File: config.mk
export PLATFORM = sky130hd
export DESIGN_NAME = ucode_loader_flat
export DESIGN_NICKNAME = d
export VERILOG_FILES = /design/src/rtl/ucode_loader_if.sv /design/src/rtl/ucode_loader.sv /design/src/flat_wrapper.sv
export SDC_FILE = /design/constraint.sdc
export NUM_CORES = 1
export LEC_CHECK = 0
export ABC_AREA = 1
export CAP_MARGIN = 0
export CORE_MARGIN = 2
export CORE_UTILIZATION = 47
export CTS_CLUSTER_DIAMETER = 60
export CTS_CLUSTER_SIZE = 28
export DETAILED_ROUTE_END_ITERATION = 7
export PLACE_DENSITY = 0.76
export RECOVER_POWER = 100
export SKIP_LAST_GASP = 1
export SYNTH_ARGS = -nofsm -noshare
export SYNTH_HDL_FRONTEND = slang
export SYNTH_SLANG_ARGS = --single-unit
File: constraint.sdc
create_clock -name clock -period 1.6 [get_ports clock]
set_input_delay 0.32 -clock clock [delete_from_list [all_inputs] [get_ports clock]]
set_output_delay 0.32 -clock clock [all_outputs]
set_load 0.005 [all_outputs]
File: src/rtl/ucode_loader_if.sv
// Byte-stream input and control-store write bus of the microcode loader.
interface ucode_loader_if #(
    parameter int ADDR_WIDTH = 13,
    parameter int WORD_WIDTH = 41
);
    logic [7:0]            in_data;
    logic                  in_valid;
    logic                  in_ready;
    logic                  wr_en;
    logic [ADDR_WIDTH-1:0] wr_addr;
    logic [WORD_WIDTH-1:0] wr_data;

    // master: stream source / store observer; slave: the loader
    modport master (output in_data, in_valid,
                    input  in_ready, wr_en, wr_addr, wr_data);
    modport slave  (input  in_data, in_valid,
                    output in_ready, wr_en, wr_addr, wr_data);
endinterface

File: src/rtl/ucode_loader.sv
// Packs a checksummed byte stream into microwords, writes them to the control
// store at ascending addresses and releases the sequencer once the image checks.
module ucode_loader #(
    parameter int CONTROL_WIDTH = 27,
    parameter int ADDR_WIDTH    = 13,
    parameter int WORD_COUNT    = 8192
) (
    input  logic            clock,
    input  logic            reset,
    input  logic            start,
    ucode_loader_if.slave   bus,
    output logic            seq_hold,
    output logic            done,
    output logic            error
);
    localparam int WORD_WIDTH     = CONTROL_WIDTH + ADDR_WIDTH + 1;
    localparam int BYTES_PER_WORD = (WORD_WIDTH + 7) / 8;
    localparam int BUF_W          = BYTES_PER_WORD * 8;
    localparam int CNT_W          = $clog2(BYTES_PER_WORD + 1);

    localparam logic [BUF_W-1:0]      PAD_MASK  = {BUF_W{1'b1}} << WORD_WIDTH;
    localparam logic [ADDR_WIDTH-1:0] LAST_ADDR = ADDR_WIDTH'(WORD_COUNT - 1);
    localparam logic [CNT_W-1:0]      LAST_BYTE = CNT_W'(BYTES_PER_WORD - 1);

    typedef enum logic [2:0] {
        IDLE, LOAD, WRITE, CHECK, DONE, ERROR
    } state_t;

    state_t                state, next_state;
    logic [BUF_W-1:0]      word_buf;
    logic [CNT_W-1:0]      byte_cnt;
    logic [ADDR_WIDTH-1:0] addr;
    logic [7:0]            csum;
    logic                  in_ready;
    logic                  wr_en;
    logic                  accept;
    logic                  pad_bad;

    assign accept  = bus.in_valid & in_ready;
    assign pad_bad = |(word_buf & PAD_MASK);

    assign bus.in_ready = in_ready;
    assign bus.wr_en    = wr_en;
    assign bus.wr_addr  = addr;
    assign bus.wr_data  = word_buf[WORD_WIDTH-1:0];

    always_comb begin
        next_state = state;
        unique case (state)
            IDLE:  next_state = IDLE;
            LOAD:  if (accept && byte_cnt == LAST_BYTE) next_state = WRITE;
            WRITE: begin
                if (pad_bad)                next_state = ERROR;
                else if (addr == LAST_ADDR) next_state = CHECK;
                else                        next_state = LOAD;
            end
            CHECK: if (accept) next_state = (bus.in_data == csum) ? DONE : ERROR;
            DONE:  next_state = DONE;
            ERROR: next_state = ERROR;
            default: next_state = IDLE;
        endcase
        // A restart overrides everything; the current WRITE cycle, if any, still strobes.
        if (start) next_state = LOAD;
    end

    always_ff @(posedge clock) begin
        if (reset) begin
            state    <= IDLE;
            in_ready <= 1'b0;
            wr_en    <= 1'b0;
            seq_hold <= 1'b1;
            done     <= 1'b0;
            error    <= 1'b0;
        end else begin
            state    <= next_state;
            in_ready <= (next_state == LOAD) || (next_state == CHECK);
            wr_en    <= (next_state == WRITE);
            seq_hold <= (next_state != DONE);
            done     <= (next_state == DONE);
            error    <= (next_state == ERROR);
        end
    end

    always_ff @(posedge clock) begin
        if (reset) begin
            word_buf <= '0;
            byte_cnt <= '0;
            addr     <= '0;
            csum     <= '0;
        end else if (start) begin
            byte_cnt <= '0;
            addr     <= '0;
            csum     <= '0;
        end else begin
            unique case (state)
                LOAD: if (accept) begin
                    // Little-endian packing: byte k lands in bits [8k+7:8k].
                    for (int k = 0; k < BYTES_PER_WORD; k++) begin
                        if (byte_cnt == CNT_W'(k)) word_buf[k*8 +: 8] <= bus.in_data;
                    end
                    csum     <= csum ^ bus.in_data;
                    byte_cnt <= (byte_cnt == LAST_BYTE) ? '0 : byte_cnt + CNT_W'(1);
                end
                WRITE: if (next_state == LOAD) addr <= addr + ADDR_WIDTH'(1);
                default: ;
            endcase
        end
    end
endmodule

File: src/flat_wrapper.sv
// flat-port wrapper written by rule: the top's interface ports become plain ports
module ucode_loader_flat 
#(
    parameter int CONTROL_WIDTH = 27,
    parameter int ADDR_WIDTH    = 13,
    parameter int WORD_COUNT    = 8192
)
  (clock, reset, start, seq_hold, done, error, bus_in_data, bus_in_valid, bus_in_ready, bus_wr_en, bus_wr_addr, bus_wr_data);
  ucode_loader_if #(.ADDR_WIDTH(ADDR_WIDTH), .WORD_WIDTH(((27) + (13) + 1))) bus_i ();
  input  logic clock;
  input  logic reset;
  input  logic start;
  output logic seq_hold;
  output logic done;
  output logic error;
  input wire logic [$bits(bus_i.in_data)-1:0] bus_in_data;
  input wire logic [$bits(bus_i.in_valid)-1:0] bus_in_valid;
  output wire logic [$bits(bus_i.in_ready)-1:0] bus_in_ready;
  output wire logic [$bits(bus_i.wr_en)-1:0] bus_wr_en;
  output wire logic [$bits(bus_i.wr_addr)-1:0] bus_wr_addr;
  output wire logic [$bits(bus_i.wr_data)-1:0] bus_wr_data;
  assign bus_i.in_data = bus_in_data;
  assign bus_i.in_valid = bus_in_valid;
  assign bus_in_ready = bus_i.in_ready;
  assign bus_wr_en = bus_i.wr_en;
  assign bus_wr_addr = bus_i.wr_addr;
  assign bus_wr_data = bus_i.wr_data;
  ucode_loader #(.CONTROL_WIDTH(CONTROL_WIDTH), .ADDR_WIDTH(ADDR_WIDTH), .WORD_COUNT(WORD_COUNT)) u_core (.clock(clock), .reset(reset), .start(start), .bus(bus_i), .seq_hold(seq_hold), .done(done), .error(error));
endmodule
==> results.md, run 1 <==
- Outcome: finished, final reports clean
- Most common cell in the netlist: dfxtp_1
- Worst Max-Slew Pin Slew: approximately 0.39 ns
- Cells along the critical path: clkdlybuf4s50_1
- Initial Util: 0.4846
- Synth top cells by count: dfxtp_1, a21oi_1, o21ai_0, inv_1, buf_4
- Port bufs: 70
- Sequential-to-total area share from yosys stat: 0.4277
- Placed cell area: 4558 sq um
- Starting DRT DRC Count: 168
- Mapped Cells: 461
- Ys flop type: dfxtp_1
- Syn avg cell area: slightly above 8 sq um
- Reg2Reg Depth: 9
- Hold depth: 2
- GRT Resource Usage Total: 0.2001
- Synth Register Bits: 80
- Setup crit start: u_core.bus.wr_addr[12]
- Critical path endpoint category: output pin
- Post-synth top area share: 0.4277
- Vias in the first global route: around 3000
- CP Buf/Inv Count: 1
- Dpl hpwl: 6258 microns
- Hold path endpoint: u_core.word_buf[1]
- Rel. slew slack: 0.7371
- Synthesized area: ~3700 sq um
- Root Driver: clkbuf_8
- WHS: 0.4447 ns
- EDFF count, synth: 0
- Synth area leader: dfxtp_1
- Routed vias: about 3200
- Final period util: 0.9768
- Global placement routability congestion: 0.8440
- Fillers: between 600 and 700
- Post-route ant nets: 0
- Area Overhead vs Synth: 28.83%
- CTS sink cnt: 80
- Critical R2R Launch: u_core.bus.wr_addr[0]
- MaxCap Viol Count: 0
- Tmin final: 1.563 ns
- Hold Fails Final Rpt: 0
- Clock Skew: 0.008164 ns
- Initial antenna violation count: 0
- Reg2reg setup slack: 0.05 ns
- RSZ-0062 raised after global routing: true
- Critical path class: flop to output pin
- First-pass GRT wire length: 13690 microns
- Cts bufs inserted: 9
- Die Area: 8697 sq um
- Hold Path Class: flop to flop
- Max Clk Rate: 639.8 MHz
- Pre-CTS setup slack: -0.3404 ns
- Worst Setup Start Kind: flop
- Vert. Die Dim: 93.26 microns
- GR Overflow Total: 0
- Top Ports: between 70 and 80
- CP arrival: ~1.2 ns
- CP max-delay cell: clkdlybuf4s50_1
- Worst Path Max Fanout: 2
- Slack of the critical path: 0.03705 ns
- Final instance area: 4825 sq um
- Largest net degree at the start of global routing: 27
- R2r endpoint: u_core.bus.wr_addr[1]
- Yosys warns: 0
- CTS tree: done
- Nets: 544
- Wire per inst: 12.89 microns
- Die X: ~93 microns
- Slowest stage delay, CP: about 0.52 ns
- Leakage Power: 1.915 nW
- Cell variety after synth: 37
- Tot Pwr: between 3 and 4 mW
- Vias per inst: 4.965
- Setup TNS: 0 ns
- DRC: 0
- Slew Viols, Final: 0
- Async set-reset flop share out of synthesis: 0
- Crit-path leading delay family: buffers and inverters
- Clk_lat worst skew: 0.36 ns
- CTS HTree Levels: 3
- Hold path startpoint: u_core.word_buf[1]
- Reg clk slew, reported paths: about 0.08 ns
- # setup viols final: 0
- Initial DRT Pass Iterations: 6
- Layout cells sized above 1: 0.1944
- Worst path required time: approximately 1.3 ns
- Area contributors post-synth: dfxtp_1, buf_4, a21oi_1, o21ai_0, inv_1
- Clock Path Buffers: 2
- Max IR drop VDD: 415.5 uV
- Core footprint: a little under 8000 sq um
- Diode count: 0
- Syn Nets: 475
- PD cells: ~810 nW/um^2
- # rows: 32
- Drt total wl: a little over 8000 microns
cells by family (layout without fill, tap and decap cells):
logic type | after synthesis | count (layout) | share of synthesized area
AO/OA/AOI/OAI | 126 | 126 | 0.1884
flip-flops | 80 | 80 | 0.4277
adder cells (fa/ha/maj) | 2 | 2 | 0.006681
AND/OR/NAND/NOR | 127 | 127 | 0.1747
buffers and inverters | 109 | 183 | 0.1627
XOR/XNOR | 17 | 17 | 0.03976
power breakdown:
group | leakage (nW) | internal (mW) | switching [mW]
combinational | 1.16 | 0.103 | 0.130
clock | 0.103 | 0.887 | 0.752
sequential | 0.651 | 2.00 | 0.0101
how the worst max path moves through the flow:
| stage | to | cells after the start |
|---|---|---|
| after floorplan | u_core.bus.wr_addr[0] | 9 |
| after global placement | u_core.bus.wr_addr[2] | 10 |
| after detailed placement | u_core.bus.wr_addr[1] | 9 |
| after CTS | bus_wr_addr[2] | 2 |
| after global routing | u_core.bus.in_ready | 9 |
| final | bus_wr_addr[12] | 1 |
cell usage in the layout (no fill, tap or decap), drive strengths merged:
cell and instances:
o21bai 1, xnor2 9, clkinvlp 2, dlygate4sd2 10, dlymetal6s2s 1, dfxtp 80
nand2 46, nor3 4, bufinv 2, inv 51, clkbuf 12, buf 44
nor2 46, o21ai 54, ha 2, a21oi 61, nand4 3, a211oi 10
clkdlybuf4s50 59, clkinv 2, nand3b 1, nand3 27, xor2 8
what timing repair did:
item / in CTS / in global routing
pin swaps: 0 / 2
endpoints found under the setup margin: 11 / 31
hold endpoints to repair: 0 / 0
setup buffers: 2 / 1
resized for setup: 20 / 8
hold buffers: 0 / 0
stage by stage:
step | instances | util
after floorplan | 461 | -
after CTS | 636 | 0.6205
after global placement | 618 | 0.5899
after detailed placement | 618 | 0.5899
after global routing | 637 | 0.6244
final | 637 | 0.6244
routing by layer:
layer | wire length [microns] | up-vias | GRT usage
li1 | - | 1606 | -
met5 | 0 | - | 0
met3 | 414 | 17 | 0.03384
met2 | 4096 | 92 | 0.3447
met1 | 3498 | 1448 | 0.2411
met4 | 198 | 0 | 0.09681
layout make-up:
type	count	area, sq um	share of cell area
flip-flops and latches	80	1615	0.3348
multi-input cells	272	1564	0.3242
repair buffers	116	1105	0.2290
inverters	51	192.7	0.03994
clock buffers	10	127.6	0.02645
well taps	102	127.6	0.02645
clock inverters	6	92.59	0.01919
sequential cells by signal, summed over array words and instances, names as in the netlist, 3 cells and up:
name,cells
u_core.bus.wr_addr,13
u_core.byte_cnt,3
u_core.csum,8
u_core.state,3
u_core.word_buf,48
No activity file was read; power rests on OpenSTA's default activity.
==> inputs of run 2 (changes only) <==
TNS_END_PERCENT = 100   (was unset)
==> results of run 2 <==
The final DEF is identical to that of run 1; final timing and power are the same.
==> inputs of run 3 (changes only) <==
CORE_UTILIZATION = 49   (was 47)
CTS_BUF_LIST = sky130_fd_sc_hd__clkbuf_4   (was unset)
REMOVE_ABC_BUFFERS = 1   (was unset)
clock period = 1.9 ns   (was 1.6 ns; I/O delays follow)
==> results.md, run 3 (synthesized netlist as in run 1, its figures left out) <==
- Outcome: finished, final reports clean
- Diode count: 0
- PD cells: 611.8 nW/um^2
- # rows: 31
- Global placement routability congestion: 0.8669
- Wire per inst: 12.92 microns
- Worst Path Max Fanout: 6
- GRT Resource Usage Total: 0.2007
- Starting DRT DRC Count: 131
- First-pass GRT wire length: roughly 14000 microns
- CTS tree: done
- Clk_lat worst skew: 0.41 ns
- Tmin final: 1.824 ns
- Cts bufs inserted: 9
- Clock Skew: about 0.022 ns
- Final period util: 0.9598
- Reg clk slew, reported paths: between 0.1 and 0.15 ns
- Hold Path Class: flop to flop
- Most frequent cells in the layout: dfxtp_1, a21oi_1, dlygate4sd3_1
- Leakage Power: 1.868 nW
- Max IR drop VDD: 385.4 uV
- CTS HTree Levels: 3
- Worst Max-Slew Pin Slew: around 0.47 ns
- Worst Setup Start Kind: flop
- Critical path class: flop to output pin
- Initial Util: 0.5108
- Cells along the critical path: buf_4 > clkdlybuf4s50_1
- Vias per inst: 4.995
- Dpl hpwl: 5857 microns
- Initial antenna violation count: 0
- GR Overflow Total: 0
- Area Overhead vs Synth: 19.14%
- Die X: 91.42 microns
- CP arrival: 1.44 ns
- Post-route ant nets: 0
- Setup TNS: 0 ns
- Initial DRT Pass Iterations: 4
- Layout cells sized above 1: 0.1346
- Worst path required time: ~1.5 ns
- Routed vias: 3092
- Final instance area: 4462 sq um
- Nets: 529
- RSZ-0062 raised after global routing: false
- Placed cell area: 4448 sq um
- CTS sink cnt: 80
- Critical path endpoint category: output pin
- Die Area: ~8400 sq um
- Largest reg by FF count: u_core.word_buf
- Root Driver: clkbuf_4
- Drt total wl: between 7000 and 8000 microns
- Slew Viols, Final: 0
- Vert. Die Dim: 91.42 microns
- Core footprint: roughly 7300 sq um
- Max Clk Rate: between 500 and 600 MHz
- CP max-delay cell: clkdlybuf4s50_1
- Top Ports: 71
- # setup viols final: 0
- DRC: 0
- Clock Path Buffers: 2
- Hold Fails Final Rpt: 0
- Max reg flops: 48
- Commonest non-fill, non-tap cell in the layout: dfxtp_1
- Crit-path leading delay family: buffers and inverters
- MaxCap Viol Count: 0
- Largest net degree at the start of global routing: 41
- Port bufs: 70
- Slowest stage delay, CP: 0.50 ns
- Slack of the critical path: 0.07630 ns
- CP Buf/Inv Count: 2
- Rel. slew slack: 0.6863
- Vias in the first global route: 2949
- Pre-CTS setup slack: -0.1611 ns
- # hold bufs at CTS: 0
run 3: worst register-to-register path, stage by stage, from the launching register on:
cell      delay, ns
dfxtp_1        0.38
ha_1           0.22
nand3_2        0.14
clkinv_2       0.10
nand3_4        0.06
o21ai_2        0.20
nand2_4        0.16
nand2_4        0.18
nand2_1        0.07
a21oi_1        0.14
run 3: final timing paths:
| path | depth (start not counted) | start | slack, ns | endpoint |
|---|---|---|---|---|
| max | 2 | u_core.bus.wr_addr[0] | 0.08 | bus_wr_addr[0] |
| max reg2reg | 9 | u_core.bus.wr_addr[0] | 0.18 | u_core.bus.wr_addr[2] |
| min | 2 | u_core.word_buf[20] | 0.45 | u_core.word_buf[20] |
| min reg2reg | 2 | u_core.word_buf[20] | 0.45 | u_core.word_buf[20] |
run 3: area by class of cell:
type / count / area [sq um]
Sequential cell: 80 / 1604
Clock inverter: 5 / 31.28
Timing Repair Buffer: 101 / 909.6
Inverter: 51 / 192.7
Fill cell: 626 / 2869
Multi-Input combinational cell: 272 / 1518
Tap cell: 99 / 123.9
Clock buffer: 11 / 82.58
run 3: per-stage QoR:
stage | utilization | hold slack (ns) | std cells | power (mW)
global route | 0.6086 | 0.4717 | 619 | 2.849
finish | 0.6086 | 0.4515 | 619 | 2.730
CTS | 0.6223 | 0.4545 | 619 | 2.764
global placement | 0.6068 | 0.4296 | 603 | 1.908
floorplan | - | 0.4421 | 403 | 1.811
detailed placement | 0.6068 | 0.4361 | 603 | 1.912
run 3: what timing repair did:
action,in CTS,in global routing
setup endpoints to repair,0,2
resized for setup,0,2
setup buffers,0,0
run 3: report_power, final:
| part | total, mW | internal [mW] | switching [mW] |
|---|---|---|---|
| clock network | 0.860 | 0.295 | 0.565 |
| logic | 0.173 | 0.0725 | 0.101 |
| registers | 1.70 | 1.69 | 0.00865 |
| total | 2.73 | 2.06 | 0.674 |
run 3: per-layer routing:
metal / track usage / part of all wire / vias to the layer above
met2: 0.3248 / 0.47 / 67
met4: 0.05429 / 0.011 / 0
met5: 0 / 0 / -
li1: - / - / 1587
met3: 0.04315 / 0.032 / 10
met1: 0.2702 / 0.49 / 1428
